## config.mk

```make
export PLATFORM = sky130hd
export DESIGN_NAME = reg_file_sb
export DESIGN_NICKNAME = d
export VERILOG_FILES = /design/src/rtl/reg_file_pkg.sv /design/src/rtl/reg_file_scoreboard.sv /design/src/rtl/reg_file_sb.sv
export SDC_FILE = /design/constraint.sdc
export NUM_CORES = 1
export LEC_CHECK = 0
export CORE_MARGIN = 2
export CORE_UTILIZATION = 54
export CTS_CLUSTER_DIAMETER = 100
export CTS_CLUSTER_SIZE = 24
export DETAILED_ROUTE_END_ITERATION = 16
export PLACE_DENSITY = 0.77
export SETUP_SLACK_MARGIN = 0.2
export SYNTH_ARGS = -nofsm -noshare
export SYNTH_HDL_FRONTEND = slang
export SYNTH_HIERARCHICAL = 1
export SYNTH_SLANG_ARGS = --single-unit
```

## constraint.sdc

```tcl
create_clock -name clk -period 3.8 [get_ports clk]
set_clock_uncertainty 0.1 [all_clocks]
set_input_delay 0.38 -clock clk [delete_from_list [all_inputs] [get_ports clk]]
set_output_delay 0.38 -clock clk [all_outputs]
set_load 0.005 [all_outputs]
```

## src/rtl/reg_file_pkg.sv

```systemverilog
// Shared constants and helpers for the parametrised register file with scoreboard.
package reg_file_pkg;

  localparam int DEF_DW       = 16;
  localparam int DEF_DEPTH    = 16;
  localparam int DEF_SPEC_IDX = 14;

  // Ceiling log2, used to derive the address width from the register count.
  function automatic int clog2(input int n);
    int r;
    r = 0;
    while ((1 << r) < n) r++;
    return r;
  endfunction

endpackage

```

## src/rtl/reg_file_scoreboard.sv

```systemverilog
// Pending-bit scoreboard: one bit per register, set on issue, cleared on
// writeback, plus a registered population count and busy lookups for decode.
module reg_file_scoreboard
  import reg_file_pkg::*;
#(
  parameter int   DEPTH    = DEF_DEPTH,
  parameter int   SPEC_IDX = DEF_SPEC_IDX,
  parameter bit   ZERO_REG = 1'b0,
  localparam int  AW       = clog2(DEPTH)
) (
  input  logic          clk,
  input  logic          rst,
  input  logic          iss_valid,
  input  logic [AW-1:0] iss_addr,
  input  logic          reg_we,
  input  logic [AW-1:0] w_addr,
  input  logic          spec_we,
  input  logic [AW-1:0] op1_addr,
  input  logic [AW-1:0] op2_addr,
  output logic          op1_busy,
  output logic          op2_busy,
  output logic [AW:0]   pend_cnt
);

  logic [DEPTH-1:0] pend_q, pend_d;
  logic [AW:0]      cnt_q, cnt_d;

  // Next pending vector: a new issue supersedes a same-cycle writeback.
  always_comb begin
    // NOTE: every always_comb output gets a default first so no path leaves it unassigned (no latch).
    pend_d = pend_q;
    for (int r = 0; r < DEPTH; r++) begin
      if (iss_valid && iss_addr == AW'(r)) begin
        pend_d[r] = 1'b1;
      end else if ((reg_we && w_addr == AW'(r)) || (spec_we && r == SPEC_IDX)) begin
        pend_d[r] = 1'b0;
      end
    end
    if (ZERO_REG) pend_d[0] = 1'b0;
  end

  // Population count of the next vector, so the registered count tracks pend_q.
  always_comb begin
    cnt_d = '0;
    for (int r = 0; r < DEPTH; r++) begin
      cnt_d = cnt_d + {{AW{1'b0}}, pend_d[r]};
    end
  end

  // Pending bits and count registers with synchronous reset.
  always_ff @(posedge clk) begin
    // NOTE: sequential state uses non-blocking (<=) so all flops update from pre-edge values.
    if (rst) begin
      pend_q <= '0;
      cnt_q  <= '0;
    end else begin
      pend_q <= pend_d;
      cnt_q  <= cnt_d;
    end
  end

  // Busy reflects the stored bit only; a same-cycle writeback still stalls decode once more.
  assign op1_busy = pend_q[op1_addr];
  assign op2_busy = pend_q[op2_addr];
  assign pend_cnt = cnt_q;

endmodule

```

## src/rtl/reg_file_sb.sv

```systemverilog
// Parametrised register file: two combinational read ports with optional
// write bypass, a primary write port, a dedicated special-register port,
// optional hardwired-zero register 0 and a pending-bit scoreboard.
module reg_file_sb
  import reg_file_pkg::*;
#(
  parameter int  DW       = DEF_DW,
  parameter int  DEPTH    = DEF_DEPTH,
  parameter int  SPEC_IDX = DEF_SPEC_IDX,
  parameter bit  BYPASS   = 1'b1,
  parameter bit  ZERO_REG = 1'b0,
  localparam int AW       = clog2(DEPTH)
) (
  input  logic          clk,
  input  logic          rst,
  input  logic [AW-1:0] op1_addr,
  input  logic [AW-1:0] op2_addr,
  output logic [DW-1:0] op1_data,
  output logic [DW-1:0] op2_data,
  output logic          op1_busy,
  output logic          op2_busy,
  input  logic          reg_we,
  input  logic [AW-1:0] w_addr,
  input  logic [DW-1:0] w_data,
  input  logic          spec_we,
  input  logic [DW-1:0] w_spec,
  output logic [DW-1:0] spec_data,
  input  logic          iss_valid,
  input  logic [AW-1:0] iss_addr,
  output logic [AW:0]   pend_cnt
);

  localparam logic [AW-1:0] SPEC_A = AW'(SPEC_IDX);

  logic [DW-1:0] mem_q [DEPTH];
  logic [DW-1:0] mem_d [DEPTH];
  logic [AW-1:0] rd_addr [2];
  logic [DW-1:0] rd_data [2];
  logic          wr_ok, spec_ok;

  // Writes to a hardwired-zero register 0 are dropped.
  assign wr_ok   = reg_we  && !(ZERO_REG && w_addr == '0);
  assign spec_ok = spec_we && !(ZERO_REG && SPEC_IDX == 0);

  // Next storage contents; the primary port is applied last so it wins a collision.
  always_comb begin
    mem_d = mem_q;
    if (spec_ok) mem_d[SPEC_IDX] = w_spec;
    if (wr_ok)   mem_d[w_addr]   = w_data;
  end

  // Storage registers with synchronous reset.
  always_ff @(posedge clk) begin
    // NOTE: the array is reset explicitly because every register must read 0 after reset; this rules out plain RAM macros.
    if (rst) begin
      for (int i = 0; i < DEPTH; i++) mem_q[i] <= '0;
    end else begin
      for (int i = 0; i < DEPTH; i++) mem_q[i] <= mem_d[i];
    end
  end

  assign rd_addr[0] = op1_addr;
  assign rd_addr[1] = op2_addr;

  // Read muxes: stored value, overridden by same-cycle writes when bypass is on.
  always_comb begin
    for (int p = 0; p < 2; p++) begin
      rd_data[p] = mem_q[rd_addr[p]];
      if (BYPASS) begin
        if (reg_we && w_addr == rd_addr[p]) begin
          rd_data[p] = w_data;
        end else if (spec_we && rd_addr[p] == SPEC_A) begin
          rd_data[p] = w_spec;
        end
      end
      if (ZERO_REG && rd_addr[p] == '0) rd_data[p] = '0;
    end
  end

  assign op1_data  = rd_data[0];
  assign op2_data  = rd_data[1];
  assign spec_data = mem_q[SPEC_IDX];

  reg_file_scoreboard #(
    .DEPTH    (DEPTH),
    .SPEC_IDX (SPEC_IDX),
    .ZERO_REG (ZERO_REG)
  ) u_sb (
    .clk       (clk),
    .rst       (rst),
    .iss_valid (iss_valid),
    .iss_addr  (iss_addr),
    .reg_we    (reg_we),
    .w_addr    (w_addr),
    .spec_we   (spec_we),
    .op1_addr  (op1_addr),
    .op2_addr  (op2_addr),
    .op1_busy  (op1_busy),
    .op2_busy  (op2_busy),
    .pend_cnt  (pend_cnt)
  );

endmodule

```

### Word-level counts from Yosys, hierarchy flattened

Cells that the tools add are included.

* flip-flop bits (word level): 277
* bits of input ports: 53
* output and inout port bits: 55
* word-level logic and storage cells: 167

* $add $sub $neg: 15
* magnitude comparators: 6
* eq/ne operators: 34
* muxes and demuxes: 51
* bitwise logic cells: 3
* reductions and logical operators: 40

Operators with widths (number)
* 256-bit bitwise mux: 1
* 16-bit 2-to-1 mux: 10
* 16-bit binary-select mux with 4-bit select: 2
* 4-bit == test, second input constant: 18
* 5-bit by 1-bit adder with 5-bit output: 14
* 16-bit demux with 4-bit select: 1
* 1-bit logical AND: 37
* 1-bit 2-to-1 mux: 34
* 4-bit by 3-bit == test with 1-bit output, second input constant: 8
* 32-bit 2-to-1 mux: 1
* 4-bit by 2-bit == test with 1-bit output, second input constant: 4
* 5-bit >= comparator, second input constant: 3
* 4-bit inverter with 5-bit output: 3
* 4-bit by 5-bit less-than comparator with 1-bit output, second input constant: 2
* 1-bit binary-select mux with 4-bit select: 2
* 4-bit by 1-bit == test with 1-bit output, second input constant: 2
* 4-bit == test: 2
* 4-bit logical NOT: 2
* 5-bit by 1-bit less-than comparator with 1-bit output, second input constant: 1
* 1-bit by 1-bit adder with 2-bit output: 1
* 1-bit logical OR: 1

### Depth between registers and ports, before layout

* word-level depth: 19
* gate-level depth with buffers: 16
* mapped depth without buffers: 16

### Modules after synthesis

The synthesis kept the hierarchy.

Modules (own cells, without submodules)
* reg_file_sb: instances 1, cells each 1667, area each 14227.4 sq um, seq. area each 5124.9 sq um
* reg_file_scoreboard: instances 1, cells each 148, area each 1468.9 sq um, seq. area each 420.4 sq um

### Least setup slack after synthesis

Ideal clock, no wire load.

* path type: in2reg
* from: in w_addr[3]
* to: reg u_sb.cnt_q[4] (netlist: u_sb/pend_cnt[4])
* setup time: 0.080 ns
* arrival time: 3.877 ns
* required time: 3.620 ns
* path slack: -0.257 ns
* cell stages on the path: 16
* path buffers: 0
* cell sequence: nor3b_1 nand3_1 a32oi_1 fa_1 inv_1 fa_1 fa_1 inv_1 fa_1 inv_1 ha_1 inv_1 fa_1 inv_1 a21oi_1 nor3b_1

* word-level cells in the longest chain between the ends: 19
* elaborated cells on any way between the ends: 80
* those cells by class: 15 x add/sub; 15 x eq/ne; 32 x mux; 18 x reduce/logical

Ends and longest elaborated chain
* start, declared: line reg_file_sb.sv:23 `input logic [AW-1:0] w_addr,`
* 4-bit by 1-bit == test with 1-bit output or 4-bit logical NOT (tied branches): line reg_file_scoreboard.sv:35 `end else if ((reg_we && w_addr == AW'(r)) || (spec_we && r == SPEC_IDX)) begin`
* 1-bit logical AND: line reg_file_scoreboard.sv:35
* 1-bit 2-to-1 mux: line reg_file_scoreboard.sv:35
* 1-bit 2-to-1 mux: line reg_file_scoreboard.sv:33 `if (iss_valid && iss_addr == AW'(r)) begin`
* 1-bit by 1-bit adder with 2-bit output: line reg_file_scoreboard.sv:46 `cnt_d = cnt_d + {{AW{1'b0}}, pend_d[r]};`
* 5-bit by 1-bit adder with 5-bit output (13 in series): line reg_file_scoreboard.sv:46
* 5-bit by 1-bit adder with 5-bit output *: line reg_file_scoreboard.sv:46
* end signal, assigned: line reg_file_scoreboard.sv:58 `cnt_q <= cnt_d;`
* end, declared: line reg_file_scoreboard.sv:26 `logic [AW:0] cnt_q, cnt_d;`

Every way passes the cells marked *; elsewhere a longest branch is shown, timed or not.
A chain may end at the register's enable or synchronous reset.

### Final worst setup path

* from: in w_addr[3]
* to: reg u_sb.cnt_q[3] (netlist: u_sb/pend_cnt[3])

The elaborated chain is that of the path after synthesis.

==> reports/metrics.yaml <==
outcome:
  status: "completed"
setup_path:
  slowest_delay_ns: 0.56
  endpoint_kind: "register"
  crit_path_frequent_cell: "inv_2"
  rr_worst_depth: 14
  crit_type: "input port to register"
  required_ns: 4.08
  arrival_ns: 4.06
  path_cells: "buf_4 > nor3b_4 > buf_4 > nand2_1 > a22oi_2 > fa_1 > inv_2 > fa_2 > fa_1 > inv_2 > fa_2 > inv_2 > ha_4 > a21o_1 > a21oi_2 > xor2_1 > nor2_1"
  startpoint_type: "input port"
  cpMaxStageDelayCell: "fa_2"
  critPathMaxFanout: 6
yosys:
  synth_compound_area_share_pct: 15.3
  yosysWarnings: 6
  syn-mean-instance-area_um2: 8.65
  synthMuxAreaShare_pct: 21.5
  syn-cell-area_um2: 15700
  seq_area_frac_synth_pct: 35.3
  yosysMostFrequentCell: "nand2_1"
  ys.flop_type: "dfxtp_1"
  synth_top_family_by_area: "multiplexers"
  synthXorXnorAreaFrac_pct: 0.558
  synth-seq-cells: 277
  synth.area.top_cells: "dfxtp_1 35%, nand2_1 12%, mux4_2 12%"
  syn_nets: 1883
  synthTopCellsByCount: "510 x nand2_1, 277 x dfxtp_1, 260 x a21oi_1"
  synth_top_area_cell: "dfxtp_1"
  async_flop_share_pct: 0
  syn_inst: 1815
  netlist.area_leader.share_pct: 35.3
  synthAdderAreaFrac_pct: 1.67
  synth_edf_count: 0
  synth-simple-area-share_pct: 19.1
  synth_cell_types: 57
final_layout:
  drive_gt1_share_pct: 17.3
  nFillCells: 2412
  multiInputGateArea_um2: 9290
  final_net_count: 1963
  num_antenna_cells: 0
  area_growth_pct: 14.1
  layout.cells.non_filler: 2278
  seqCellArea_um2: 5550
clock_network:
  ctsHoldBuffers: 0
  insertion_delay_ns: 0.51
  cts_buffer_depth: 3
  root_buffer: "clkbuf_16"
  cts_tree: "done"
  cts_num_sinks: 277
  htreeDepth: 1
  cts.clk_slew.worst_paths_ns: 0.09
  cts-buffers-inserted: 15
global_route:
  grt_pass1_wl_mm: 87.1
  grt_max_degree: 114
  grt_overflow: 0
  grt_pass1_vias: 14700
  grt_usage_pct: 37.6
  antenna_found_initial: 0
power:
  p_seq_share_pct: 51.8
  power.density_nw_per_um2: 323
  ir_drop_mv: 0.262
  p_int_mw: 4.13
  p_leak_nw: 6.37
  comb_power_share_pct: 18.6
  clkPwrFrac_pct: 29.6
  switching_power_mw: 1.66
  swShare_pct: 28.6
route:
  top_layer_used: "met4"
  drtIter0Drc: 2202
  ant_nets: 0
  drt_first_pass_iters: 6
  wl_per_cell_um: 25.7
  wirelength_mm: 58.6
  met3_length_mm: 7.85
  viasPerCell: 6.72
  met1Wirelength_mm: 20.7
  dr_wl_met2_mm: 25.1
  drc_errors: 0
  num_vias: 15300
timing:
  period_minus_slack_ns: 3.78
  maxSlewHeadroom_pct: 22.4
  hold_violations: 0
  tightest_slew_ns: 1.16
  setup_tns_ns: 0
  setup_viol: 0
  max_freq_mhz: 264
  fin_crit_sh_pct: 99.5
  whs_ns: 0.223
  setup_ws_ns: 0.0173
  rsz0062_at_grt: "true"
  slew_viol_final: 0
place:
  gp_congestion: 0.971
  place_ws_ns: -0.925
  dp_hpwl_mm: 38.1
  placed_cells: 2251
  io_buffers: 107
floorplan:
  start_util_pct: 54.8
  dieHeight_um: 174
  io_pins: 108
  core_um2: 28600
  num_rows: 62
  die_width_um: 174
  die_area_um2: 30400
worst_hold_path:
  holdPathStages: 5
  min_path_type: "input port to register"
flow_run:
  drv_cap: 0
[state kept, by name (all words and copies together) (netlist names)]
register	cells
u_sb/pend_q	16
mem_q	240
u_sb/pend_cnt	5
spec_data	16
[power by group through the flow]
stage / Combinational (mW) / Clock, mW / Sequential [mW]
floorplan: 0.583 / 0 / 3.05
global placement: 0.991 / 0 / 3.06
detailed placement: 1.01 / 0 / 3.06
CTS: 1.03 / 1.71 / 3.00
global route: 1.11 / 1.81 / 3.01
finish: 1.07 / 1.72 / 3.00
[metrics by stage]
step           utilization, %  instance area (um2)  power, mW
6_report                 62.5                17900       5.79
5_1_grt                  62.5                17900       5.93
4_1_cts                  62.4                17900       5.74
3_5_place_dp             60.5                17300       4.07
3_3_place_gp             60.5                17300       4.05
2_1_floorplan               -                15700       3.63
[placed cells by master, fill, tap and decap left out, drive strengths merged, types with 20 or more instances in the layout]
master / instances
a211oi: 20
a21oi: 260
a22oi: 31
buf: 152
clkbuf: 20
clkdlybuf4s50: 87
dfxtp: 277
mux2i: 98
mux4: 97
nand2: 510
nand3: 40
nor2: 59
o31ai: 30
[timing repair]
item,in CTS,in global routing
hold endpoints to repair,0,0
pin swaps,16,16
gates resized for setup,48,34
setup buffers,10,1
endpoints found under the setup margin,9,13
gates cloned,0,0
[worst max-delay path, delay by kind of cell]
kind            cells  cell delay (ns)
compound gates      3             0.52
xor+xnor            1             0.15
fa+ha+maj           5             2.16
simple gates        3             0.36
buf+inv             5             0.47
[layer usage]
layer | global-route usage, % | up-vias
met5 | 0 | -
met4 | 24.9 | 0
met3 | 8.75 | 322
met2 | 56.9 | 1256
met1 | 48.0 | 7212
li1 | - | 6529
[area by class of cell]
class	count	share of cell area, %
Inverter	17	0.356
Timing Repair Buffer	246	11.9
Clock inverter	1	0.0909
Sequential cell	277	31.0
Clock buffer	15	2.10
Tap cell	384	2.68
Multi-Input combinational cell	1338	51.9
[final timing paths]
kind / start / to / slack, ns
min: w_addr[2] / u_sb/pend_q[3]$_SDFF_PP0_ / 0.22
max reg2reg: u_sb/pend_q[15]$_SDFF_PP0_ / u_sb/pend_cnt[3]$_SDFF_PP0_ / 0.04
min reg2reg: mem_q[43]$_SDFFE_PP0P_ / mem_q[43]$_SDFFE_PP0P_ / 0.38
max: w_addr[3] / u_sb/pend_cnt[3]$_SDFF_PP0_ / 0.02
[cells by family (layout without fill, tap and decap cells)]
family                     Yosys count  count (layout)
AOI/OAI and AO/OA                  403             403
xor gates and xnor gates            10              10
adders and majority gates           15              15
buffers and inverters              200             279
DFF                                277             277
muxes                              209             209
and+or+nand+nor                    701             701
(Power assumes the default switching activity.)
